$ cat config.mk
export PLATFORM = sky130hd
export DESIGN_NAME = if_stage
export DESIGN_NICKNAME = d
export VERILOG_FILES = /design/src/rtl/if_stage.sv
export SDC_FILE = /design/constraint.sdc
export NUM_CORES = 1
export LEC_CHECK = 0
export BUFFER_PORTS_ARGS = -buffer_cell sky130_fd_sc_hd__buf_2
export CAP_MARGIN = 20
export CORE_UTILIZATION = 45
export CTS_CLUSTER_DIAMETER = 80
export DETAILED_ROUTE_END_ITERATION = 8
export PLACE_DENSITY = 0.75
export REMOVE_ABC_BUFFERS = 1
export SLEW_MARGIN = 20
export SYNTH_ARGS = -nofsm -noshare
export SYNTH_HDL_FRONTEND = slang
export SYNTH_SLANG_ARGS = --single-unit
$ cat constraint.sdc
create_clock -name clk -period 2.1 [get_ports clk]
set_input_delay 0.315 -clock clk [delete_from_list [all_inputs] [get_ports clk]]
set_output_delay 0.315 -clock clk [all_outputs]
set_load 0.005 [all_outputs]
$ cat src/rtl/if_stage.sv
`default_nettype none
// ============================================================================
// Module      : if_stage
// Description : Instruction-fetch stage of the 5-stage pipeline. Owns the
//               program counter, presents it as the byte address to a
//               combinational instruction memory, and latches the returned
//               word into the IF/ID pipeline register. Supports stall, flush
//               and branch/jump redirect, and counts valid fetches.
// Ports       :
//   clk            in   1   rising-edge clock
//   rst            in   1   synchronous active-high reset
//   stall          in   1   hold PC and IF/ID
//   flush          in   1   squash IF/ID to a bubble
//   branch_taken   in   1   redirect PC to branch_target
//   branch_target  in   32  redirect byte address (bits [1:0] ignored)
//   imem_addr      out  32  byte address to instruction memory (= pc)
//   imem_instr     in   32  instruction word for imem_addr, same cycle
//   pc             out  32  current fetch PC
//   if_id_pc       out  32  PC of instruction held in IF/ID
//   if_id_pc4      out  32  if_id_pc + 4
//   if_id_instr    out  32  instruction held in IF/ID
//   if_id_valid    out  1   IF/ID holds a real instruction (0 = bubble)
//   fetch_count    out  32  instructions latched valid into IF/ID
// Revision    : 1.0 - initial release
// ============================================================================
module if_stage #(
   parameter logic [31:0] RESET_PC  = 32'h0000_0000,
   parameter logic [31:0] NOP_INSTR = 32'h0000_0000
) (
   input  logic        clk,
   input  logic        rst,
   input  logic        stall,
   input  logic        flush,
   input  logic        branch_taken,
   input  logic [31:0] branch_target,
   output logic [31:0] imem_addr,
   input  logic [31:0] imem_instr,
   output logic [31:0] pc,
   output logic [31:0] if_id_pc,
   output logic [31:0] if_id_pc4,
   output logic [31:0] if_id_instr,
   output logic        if_id_valid,
   output logic [31:0] fetch_count
);

   logic [31:0] r_pc;
   logic [31:0] r_if_id_pc;
   logic [31:0] r_if_id_pc4;
   logic [31:0] r_if_id_instr;
   logic        r_if_id_valid;
   logic [31:0] r_fetch_count;

   logic [31:0] w_pc4;
   logic [31:0] w_target;
   logic        w_bubble;
   logic        w_load;
   logic        w_unused_tgt;

   // Natural 32-bit wrap gives 0xFFFF_FFFC -> 0x0000_0000.
   assign w_pc4        = r_pc + 32'd4;
   assign w_target     = {branch_target[31:2], 2'b00};
   assign w_unused_tgt = ^branch_target[1:0];

   // A redirect squashes the wrong-path word in IF/ID just like a flush,
   // and both take precedence over a stall.
   assign w_bubble = branch_taken | flush;
   assign w_load   = ~w_bubble & ~stall;

   // Program counter: rst > branch_taken > stall > increment.
   always_ff @(posedge clk) begin
      if (rst) begin
         r_pc <= RESET_PC;
      end else if (branch_taken) begin
         r_pc <= w_target;
      end else if (!stall) begin
         r_pc <= w_pc4;
      end
   end

   // IF/ID register: rst > bubble > stall > load.
   always_ff @(posedge clk) begin
      if (rst || w_bubble) begin
         r_if_id_pc    <= 32'd0;
         r_if_id_pc4   <= 32'd0;
         r_if_id_instr <= NOP_INSTR;
         r_if_id_valid <= 1'b0;
      end else if (w_load) begin
         r_if_id_pc    <= r_pc;
         r_if_id_pc4   <= w_pc4;
         r_if_id_instr <= imem_instr;
         r_if_id_valid <= 1'b1;
      end
   end

   // Counts only cycles that latch a real instruction.
   always_ff @(posedge clk) begin
      if (rst) begin
         r_fetch_count <= 32'd0;
      end else if (w_load) begin
         r_fetch_count <= r_fetch_count + 32'd1;
      end
   end

   assign imem_addr   = r_pc;
   assign pc          = r_pc;
   assign if_id_pc    = r_if_id_pc;
   assign if_id_pc4   = r_if_id_pc4;
   assign if_id_instr = r_if_id_instr;
   assign if_id_valid = r_if_id_valid;
   assign fetch_count = r_fetch_count;

endmodule
`default_nettype wire

# Word level (Yosys, flattened, before mapping)

Cells that the tools add are included.

Bits in latches: 0
Output and inout bits: 193
Bits in writable memories: 0
Logic and storage cells: 18
Input port bits: 69
Register bits after elaboration: 161
Memories: 0
ROM bits: 0

Multipliers: 0
Shift-type cells: 0
Multiplexer cells: 2
$add $sub $neg: 2
Bitwise logic cells: 4
Reductions and logical operators: 2
Div/mod/pow operators: 0
Equality and inequality tests: 1
Order comparisons: 0

Operator list:

| kind                  | count |
|---|---|
| $mux 32               | 2 |
| $add 32x1->32 const B | 1 |
| $add 32x3->32 const B | 1 |
| $ne 2x1->1 const B    | 1 |
| $not 1->1             | 2 |
| $reduce_or 2->1       | 1 |
| $and 1x1->1           | 1 |
| $logic_or 1x1->1      | 1 |
| $or 1x1->1            | 1 |

# Longest topological paths before layout

Gate-level depths: netlist (run 1).

Word-level depth: 3
Gate-level depth with buffers: 8
Mapped depth without buffers: 6

# Worst setup path before layout (run 1)

No wires, ideal clock.

Path kind: input to register
Start point: input port stall
End point: register r_fetch_count[25] (netlist: fetch_count[25])
Path slack: -19 ps
Arrival time: 1998 ps
Path buffers: 1
Stages on the path: 6
Required time: 1979 ps
Library setup time: 121 ps
Path through: clkbuf_1 > or3_4 > or4_4 > nor3_4 > nand3_1 > mux2_4

Word-level cells in the longest chain between the ends: 2

RTL lines:

| element                | RTL line | RTL |
|---|---|---|
| start: declaration     | 32       | `input logic stall,` |
| $not 1->1              | 67       | `assign w_load = ~w_bubble & ~stall;` |
| $and 1x1->1            | 67       |  |
| end signal: assignment | 100      | `r_fetch_count <= r_fetch_count + 32'd1;` |
| end: declaration       | 51       | `logic [31:0] r_fetch_count;` |

No other way between the ends.
A chain may end at the register's enable or synchronous reset.

# Final worst setup path (run 1)

Start point: register r_pc[2] (netlist: imem_addr[2])
End point: register r_pc[24] (netlist: imem_addr[24])

Word-level cells in the longest chain between the ends: 3

RTL lines:

| element                  | RTL line | RTL |
|---|---|---|
| start: declaration       | 46       | `logic [31:0] r_pc;` |
| start signal: assignment | 74       | `r_pc <= w_target;` |
| start signal: assignment | 76       | `r_pc <= w_pc4;` |
| $add 32x3->32            | 60       | `assign w_pc4 = r_pc + 32'd4;` |
| $mux 32                  | 75       | `end else if (!stall) begin` |
| $mux 32                  | 73       | `end else if (branch_taken) begin` |

No other way between the ends. The select of a mux whose other input is x is not followed.

==> results.md, run 1 <==
* Layout cells sized above 1 at 0.432
* Reg-to-reg endpoint: imem_addr[24]
* Final setup viols at 0
* Post-synthesis register bit count at 155
* Crit path required time at 2430 ps
* Vias in the first global route at 5,858
* Synth Instances at 738
* CTS resizes at 0
* Seq/Total Area, Yosys at 0.447
* Pre-CTS setup slack at -124 ps
* Initial antenna violation count at 0
* Area of the multi-input gates at 3330 um^2
* Synth top area cells: dfxtp_1 45%, o221a_2 9.7%, buf_4 4.1%
* FP Rows at 45
* Grt ovf at 0
* Placed wire-length estimate at 13.8 mm
* Synth async-reset ratio at 0
* Residual DRC at 0
* Crit end category: flop
* Post-CTS Setup Inserts at 0
* Startpoint Class: flop
* Gpl congestion at 0.802
* Worst Setup SP: imem_addr[2]
* R2R depth at 7
* Final hold violations at 0
* Fmax at 503 MHz
* TritonCTS clock tree: yes
* # port buffers at 251
* Critical Path Max Stage Delay at 350 ps
* Worst path most repeated cell: nand3_2
* Area of the mapped netlist at 6930 um^2
* Leakage at 4.15 nW
* Hold Path Stages at 3
* Hold endpoint: imem_addr[6]
* First-pass GRT wire length at 31.3 mm
* ANT nets after route at 0
* First DRT Iteration DRCs at 333
* TritonCTS buffer count at 17
* Crit Path Max Fanout at 10
* I/O pin cnt at 262
* Average vias per placed instance at 5.51
* Final Net Count at 1,050
* Vert. Die Dim at 126 um
* Reg area at 3100 um^2
* Gr usage total at 0.248
* RSZ-0062 raised after global routing: no
* Critical R2R Launch: imem_addr[2]
* CTS H-tree depth at 4
* Buffer depth of the longest clock path at 2
* Total die area at 15,900 um^2
* Clock skew at 13.4 ps
* Clk slew on worst S/H paths at 60 ps
* Data arrival, critical path at 2320 ps
* PD cells at 769 nW/um^2
* FF-to-FF setup slack at 110 ps
* Fin worst setup slack at 114 ps
* Core area at 15,100 um^2
* Largest net degree at the start of global routing at 67
* CTS Hold Bufs at 0
* Crit Path Class: flop to flop
* Crit path cell chain: ha_1 -> nand3_2 -> nor4_4 -> buf_12 -> nand3_2 -> or3_1 -> a311oi_2
* Synth warn at 0
* Max_cap viols at 0
* Starting Density at 0.458
* Vias at 6,495
* Slowest CP cell: or3_1
* Max rail drop VDD at 0.000557 V
* Relative slew slack at 0.642
* Distinct cells, synth at 49
* Total negative slack at 0 ps
* Avg WL per Cell at 16.9 um
* Hold_ws at 136 ps
* Placed insts at 1,148
* Clock tree sinks at 155
* ANT cells at 0
* Final min period at 1990 ps
* Chip Width at 126 um
* EDFF count, synth at 0
* Filler Cells Inserted at 1,353
* Final period util at 0.946
* Total Wirelength at 20.0 mm
* Area Growth Syn to Fin at 31.0%
* Min-Delay Path Class: input port to flop
* Area leader, netlist: dfxtp_1
* Clock latency at the later pin of the worst-skew pair at 430 ps
* Beginning of the worst hold path: branch_target[6]
* Slew Limit Fails at 0
* First-pass DRT Iterations at 5
* Slew @ Worst Pin at 537 ps
* Non-filler cells, final at 1,179
* Yosys top cell area share at 0.447
* Main synth FF type: dfxtp_1
* Clock root cell: clkbuf_16
* Status: finished clean
* Syn avg cell area at 9.40 um^2
==> kinds of logic after synthesis <==
logic type / after synthesis / synth area share
buf+inv: 105 / 0.0816
xor+xnor: 63 / 0.0796
simple gates: 221 / 0.173
fa+ha+maj: 2 / 0.00361
other cells: 1 / 0.000541
flops: 155 / 0.447
compound gates: 185 / 0.203
mux: 6 / 0.0115
==> cells in the mapped netlist (4+ instances only) <==
master and count:
nand4_1 20, o221a_2 60, a21oi_1 50, and2_1 4, and3_1 8, and4_1 9, xnor2_1 32, xor2_1 31
buf_4 38, nor2b_1 7, nand2_1 31, clkbuf_1 49, nor2_1 66, nor4_1 10, o21a_1 4, a311oi_1 5
dfxtp_1 155, nand3_1 25, nor3_1 12, or3_1 12, mux2_4 4, inv_1 6, a211oi_1 17, o21ai_0 39
==> power by group <==
group / switching, mW / internal [mW]
sequential: 0.0628 / 3.03
combinational: 0.362 / 0.303
clock: 1.21 / 2.01
total: 1.64 / 5.35
==> cell type report <==
cell class,instances,share of cell area
sequential,155,0.342
multi-input combinational,485,0.367
tap,188,0.0259
clock buffer,20,0.0492
clock inverter,11,0.0185
inverter,7,0.00303
timing repair buffer,313,0.195
==> flip-flops by register name, indices dropped and copies added (netlist names) <==
signal       flops
fetch_count     32
if_id_instr     32
if_id_pc4       30
if_id_pc        30
imem_addr       30
if_id_valid      1
==> worst max-delay path by stage <==
stage                                 end  slack (ps)  cells past startpoint
final                       imem_addr[24]         110                      7
after global routing        imem_addr[24]           2                      7
after CTS                   if_id_pc4[22]          60                      7
after detailed placement  fetch_count[28]        -120                      7
after global placement    fetch_count[28]        -120                      7
after floorplan            if_id_instr[0]       -2030                      4
==> worst max-delay path, delay by kind of cell, from the launching register on <==
| kind | cells | cell delay [ps] |
|---|---|---|
| flops | 1 | 330 |
| simple gates | 4 | 910 |
| buf+inv | 1 | 180 |
| compound gates | 1 | 270 |
| fa+ha+maj | 1 | 190 |
==> stage by stage <==
stage	utilization	total power [mW]	instance area, um^2
finish	0.600	6.99	9080
global route	0.600	7.24	9080
CTS	0.598	7.02	9060
detailed placement	0.557	3.82	8440
global placement	0.557	3.81	8440
floorplan	-	3.43	6420
==> cells in the final DEF, fill, tap and decap left out, types with 7 or more instances in the layout <==
cell,count
a21oi_1,50
o21ai_0,39
a211oi_1,17
xnor2_1,32
and4_1,9
conb_1,8
xor2_1,31
nor4_1,9
nor3_1,11
nor2b_1,7
buf_4,58
nor2_1,65
buf_2,251
o221a_2,60
nand4_1,20
clkbuf_16,17
dfxtp_1,155
and3_1,8
nand3_1,25
or3_1,12
nand2_1,31
==> per-layer routing <==
layer	GRT usage	up-vias	routed length (um)
li1	-	3143	-
met1	0.322	3087	8860
met2	0.408	245	9400
met3	0.0599	20	1470
met4	0.0737	0	238
met5	0	-	0
(Power assumes the default switching activity.)
==> run 2, diff against run 1 <==
--- a/config.mk
+++ b/config.mk
@@ -6,11 +6,10 @@
 export NUM_CORES = 1
 export LEC_CHECK = 0
 export BUFFER_PORTS_ARGS = -buffer_cell sky130_fd_sc_hd__buf_2
-export CAP_MARGIN = 20
-export CORE_UTILIZATION = 45
+export CORE_UTILIZATION = 35
 export CTS_CLUSTER_DIAMETER = 80
 export DETAILED_ROUTE_END_ITERATION = 8
-export PLACE_DENSITY = 0.75
+export PLACE_DENSITY = 0.61
 export REMOVE_ABC_BUFFERS = 1
 export SLEW_MARGIN = 20
 export SYNTH_ARGS = -nofsm -noshare
==> run 2 against run 1 <==
  * Sequential cell count unchanged
  * Sequential power about the same
  * First-iteration DRC count decreased by 7.5%
  * Core utilization decreased by 13 points
  * Largest cell class unchanged
  * Critical path depth decreased by 2
  * Register-to-register slack improved by 30 ps
  * Largest power group unchanged
  * Non-clock buffer count decreased by 5
  * Hold slack got worse by 6.7 ps
  * Clock skew decreased by 5.2 ps
==> results.md, run 2 (synthesized netlist as in run 1, its figures left out) <==
* First-pass DRT Iterations at 5
* Met2 wire len at 9.46 mm
* Vert. Die Dim at 143 um
* Clock skew at 8.16 ps
* Routed length on met3 at 1.58 mm
* Grt ovf at 0
* Startpoint Class: flop
* Crit end category: flop
* Relative slew slack at 0.631
* Commonest non-fill, non-tap cell in the layout: buf_2
* CP top delay family: simple AND/OR/NAND/NOR gates
* Slew @ Worst Pin at 554 ps
* Fmax at 511 MHz
* PD cells at 789 nW/um^2
* I/O pin cnt at 262
* Slowest CP cell: or4_4
* Slew Limit Fails at 0
* Critical Path Max Stage Delay at 550 ps
* Min-Delay Path Class: input port to flop
* Crit path required time at 2410 ps
* Vias in the first global route at 5,800
* Initial antenna violation count at 1
* FP Rows at 51
* Placed wire-length estimate at 14.8 mm
* Clock root cell: clkbuf_16
* Crit path cell chain: nand3_1 -> or4_4 -> nor3_4 -> nand3_1 -> mux2_4
* Total die area at 20,400 um^2
* Most frequent cells in the layout: 251 x buf_2, 155 x dfxtp_1, 65 x nor2_1, 60 x o221a_2, 55 x buf_4
* RSZ-0062 raised after global routing: no
* First DRT Iteration DRCs at 308
* First-pass GRT wire length at 32.1 mm
* Post-Route M1 WL at 9.77 mm
* Vias at 6,376
* Total Wirelength at 21.0 mm
* CTS resizes at 0
* CP Buf/Inv Count at 0
* Avg WL per Cell at 16.8 um
* Starting Density at 0.356
* Crit Path Max Fanout at 5
* Data arrival, critical path at 2270 ps
* Clock latency at the later pin of the worst-skew pair at 420 ps
* CTS H-tree depth at 4
* Largest net degree at the start of global routing at 64
* TritonCTS clock tree: yes
* Buffer depth of the longest clock path at 2
* Final setup viols at 0
* Max_cap viols at 0
* ANT nets after route at 0
* TritonCTS buffer count at 17
* Average vias per placed instance at 5.08
* Area Growth Syn to Fin at 31.8%
* # port buffers at 251
* DP Area at 8470 um^2
* Gr usage total at 0.205
* Final period util at 0.933
* Leakage at 4.11 nW
* Final Net Count at 1,045
* Clock tree sinks at 155
* Final Cell Area at 9140 um^2
* Worst path most repeated cell: nand3_1
* Final hold violations at 0
* Status: finished clean
* Core area at 19,500 um^2
* Gpl congestion at 0.768
* Crit Path Class: flop to flop
* Clk slew on worst S/H paths at 60 ps
* Top sig layer: met5
* Chip Width at 143 um
* Residual DRC at 0
* Overall power at 7.21 mW
* Final min period at 1960 ps
* Layout cells sized above 1 at 0.428
* Max rail drop VDD at 0.000529 V
run 2: cell types whose count changed in the layout (fill, tap and decap cells not counted), sizes merged:
cell | before | now
buf | 313 | 308
diode | 0 | 2
clkbuf | 20 | 19
bufinv | 4 | 5
clkinvlp | 2 | 4
clkinv | 6 | 5
run 2: timing repair:
action	4_1_cts	5_1_grt
endpoints found under the hold margin	0	0
setup buffers	0	1
endpoints found under the setup margin	0	1
hold buffers	0	0
run 2: metal layers:
metal	GRT usage	up-vias
met5	0	-
met4	0.0634	2
met3	0.0570	19
met2	0.328	238
met1	0.266	2990
li1	-	3127
run 2: final timing paths:
kind,slack (ps),to,from,cells after the start
setup / recovery,140,fetch_count[27],fetch_count[8],5
hold / removal,130,imem_addr[3],branch_target[3],3
setup reg to reg,140,fetch_count[27],fetch_count[8],5
hold reg to reg,500,if_id_valid,if_id_valid,2
run 2: stage by stage:
stage          setup TNS, ps  hold WS [ps]   util  cells  setup WS [ps]
6_report                   0           129  0.470   1254            142
5_1_grt                    0           132  0.469   1252           14.8
4_1_cts                    0           112  0.469   1251           99.9
3_5_place_dp           -1280           482  0.435   1219           -159
3_3_place_gp           -1030           477  0.435   1219           -130
2_1_floorplan        -184720           384      -    647          -2030
run 2: final cells by class:
| type | count | area (um^2) |
|---|---|---|
| Fill cell | 1897 | 10300 |
| Multi-Input combinational cell | 485 | 3300 |
| Inverter | 7 | 27.5 |
| Tap cell | 265 | 332 |
| Clock buffer | 19 | 443 |
| Timing Repair Buffer | 308 | 1710 |
| Antenna cell | 2 | 5.00 |
| Clock inverter | 13 | 215 |
| Sequential cell | 155 | 3100 |
run 2: where the power goes:
group          internal, mW  switching (mW)
logic                 0.294           0.354
registers              3.03          0.0721
clock network          2.15            1.30
total                  5.48            1.73
run 2: tightest hold or removal path: cells and delay by family:
kind            cells  cell delay, ps
simple gates        1              70
compound gates      1              50
buf+inv             1              70
==> run 3, diff against run 2 <==
--- a/config.mk
+++ b/config.mk
@@ -5,11 +5,12 @@
 export SDC_FILE = /design/constraint.sdc
 export NUM_CORES = 1
 export LEC_CHECK = 0
+export ABC_AREA = 1
 export BUFFER_PORTS_ARGS = -buffer_cell sky130_fd_sc_hd__buf_2
 export CORE_UTILIZATION = 35
-export CTS_CLUSTER_DIAMETER = 80
+export CTS_CLUSTER_DIAMETER = 150
 export DETAILED_ROUTE_END_ITERATION = 8
-export PLACE_DENSITY = 0.61
+export PLACE_DENSITY = 0.6
 export REMOVE_ABC_BUFFERS = 1
 export SLEW_MARGIN = 20
 export SYNTH_ARGS = -nofsm -noshare
==> run 3 against run 2 <==
  * Critical endpoint is now if_id_pc4[24]
  * Combinational power decreased by 8.3%
  * Count of clock-buffer cells in the layout decreased by 1
  * Sequential cell count unchanged
  * Clock skew increased by 4.0 ps
  * Via count increased by 16%
  * Fmax increased by 13%
  * Synthesized cell count increased by 48%
  * Worst setup slack improved by 230 ps
  * Sequential power about the same
  * Area after synthesis increased by 7.3%
  * Highest routed layer unchanged
  * Non-clock buffer count decreased by 39
  * Core utilization decreased by 1.6 points
==> results.md, run 3 <==
* Status: finished clean
* Seq/Total Area, Yosys at 0.417
* Overall power at 6.91 mW
* Final period util at 0.823
* Final setup viols at 0
* Crit path required time at 2430 ps
* CTS Hold Bufs at 0
* Min-Delay Path Class: input port to flop
* Startpoint Class: flop
* Initial antenna violation count at 3
* Total Wirelength at 23.5 mm
* DP Area at 8730 um^2
* Fin worst setup slack at 372 ps
* Area of the multi-input gates at 3480 um^2
* Gpl congestion at 0.853
* First-pass GRT wire length at 36.0 mm
* Vert. Die Dim at 148 um
* Avg WL per Cell at 14.8 um
* ANT nets after route at 0
* First-pass DRT Iterations at 4
* Slew Limit Fails at 0
* TritonCTS buffer count at 17
* Grt ovf at 0
* Most common cell in the synthesized netlist: nor2_1
* Relative slew slack at 0.593
* Clock skew at 12.1 ps
* Pre-CTS setup slack at 370 ps
* Non-filler cells, final at 1,590
* Layout cells sized above 1 at 0.253
* Final Net Count at 1,376
* Leakage at 4.67 nW
* Syn avg cell area at 6.81 um^2
* Synth warn at 0
* Area Growth Syn to Fin at 25.5%
* Total die area at 21,800 um^2
* Final hold violations at 0
* CTS resizes at 0
* Filler Cells Inserted at 2,192
* TritonCTS clock tree: yes
* Synth Instances at 1,093
* Clock latency at the later pin of the worst-skew pair at 430 ps
* Yosys top cell area share at 0.417
* Total negative slack at 0 ps
* I/O pin cnt at 262
* Post-synthesis register bit count at 155
* Vias in the first global route at 6,874
* Reg area at 3100 um^2
* Placed insts at 1,556
* Fmax at 579 MHz
* Chip Width at 148 um
* Most frequent cells in the layout: 251 x buf_2, 228 x nor2_1, 227 x nand2_1, 155 x dfxtp_1, 113 x o21ai_0
* Slew @ Worst Pin at 610 ps
* Average vias per placed instance at 4.64
* Clock tree sinks at 155
* Main synth FF type: dfxtp_1
* # port buffers at 251
* First DRT Iteration DRCs at 320
* EDFF count, synth at 0
* Final Cell Area at 9340 um^2
* Core area at 20,600 um^2
* Starting Density at 0.362
* RSZ-0062 raised after global routing: no
* Final min period at 1730 ps
* Placed wire-length estimate at 16.7 mm
* Buffer depth of the longest clock path at 2
* Top cells by count, synth: 228 x nor2_1, 227 x nand2_1, 155 x dfxtp_1
* Max_cap viols at 0
* Crit end category: flop
* Post-CTS Setup Inserts at 0
* Area of the mapped netlist at 7440 um^2
* Residual DRC at 0
* Finished Core Util at 0.454
* CTS H-tree depth at 4
* Area leader, netlist: dfxtp_1
* Data arrival, critical path at 2050 ps
* Synth async-reset ratio at 0
* Gr usage total at 0.212
* Vias at 7,374
* Crit Path Class: flop to flop
* Commonest non-fill, non-tap cell in the layout: buf_2
* Largest net degree at the start of global routing at 58
* FP Rows at 52
* Clock root cell: clkbuf_16
* PD cells at 740 nW/um^2
* Synth top area cells: dfxtp_1 42%, nor2_1 12%, nand2_1 11%
* Max rail drop VDD at 0.000513 V
* Hold_ws at 109 ps
* Distinct cells, synth at 38
* Crit Path Max Fanout at 6
* Clk slew on worst S/H paths at 70 ps
-- run 3: cell count changes in the layout (fill, tap and decap cells not counted), sizes merged, moves of 15 or more --
cell / before / now
inv: 6 / 114
xnor2: 32 / 3
buf: 308 / 269
nor2: 67 / 246
a211oi: 17 / 2
nand2: 31 / 234
o221a: 60 / 0
o21ai: 39 / 116
-- run 3: worst max-delay path, cell delays in order (launching register included) --
cell     delay, ps
dfxtp_1        410
ha_1           230
nand2_2         80
nor2_4         170
nand2_2        100
nor2_2         240
nand2_1         80
nand2_1         60
nand2_1         70
o21ai_0        140
inv_1           50
-- run 3: area by class of cell --
type / instances / area share
diodes: 2 / 0.000536
clock buffers: 18 / 0.0460
clock inverters: 14 / 0.0185
inverters: 107 / 0.0430
multi-input cells: 755 / 0.373
flip-flops and latches: 155 / 0.332
well taps: 270 / 0.0362
repair buffers: 269 / 0.150
-- run 3: worst paths after layout --
check | to | slack, ps | cells past startpoint | from
min | if_id_instr[9] | 110 | 3 | imem_instr[9]
min reg2reg | if_id_pc4[4] | 480 | 2 | if_id_pc4[4]
max reg2reg | if_id_pc4[24] | 370 | 10 | imem_addr[2]
max | if_id_pc4[24] | 370 | 10 | imem_addr[2]
-- run 3: kinds of logic after synthesis --
kind of cell / synth area share
AO/OA/AOI/OAI: 0.134
XOR/XNOR: 0.0247
adder cells (fa/ha/maj): 0.00336
buffers and inverters: 0.118
flip-flops: 0.417
other: 0.000504
AND/OR/NAND/NOR: 0.302
-- run 3: report_power, final --
| part | switching [mW] | total (mW) | internal (mW) | leakage, nW |
|---|---|---|---|---|
| clock | 1.41 | 3.21 | 1.80 | 0.290 |
| sequential | 0.0838 | 3.11 | 3.02 | 1.26 |
| combinational | 0.362 | 0.594 | 0.231 | 3.12 |
| total | 1.85 | 6.91 | 5.06 | 4.67 |
-- run 3: routing by layer --
metal	wire [um]	track usage
met1	10700	0.263
met2	11000	0.363
met3	1550	0.0556
met4	283	0.0582
met5	11	0
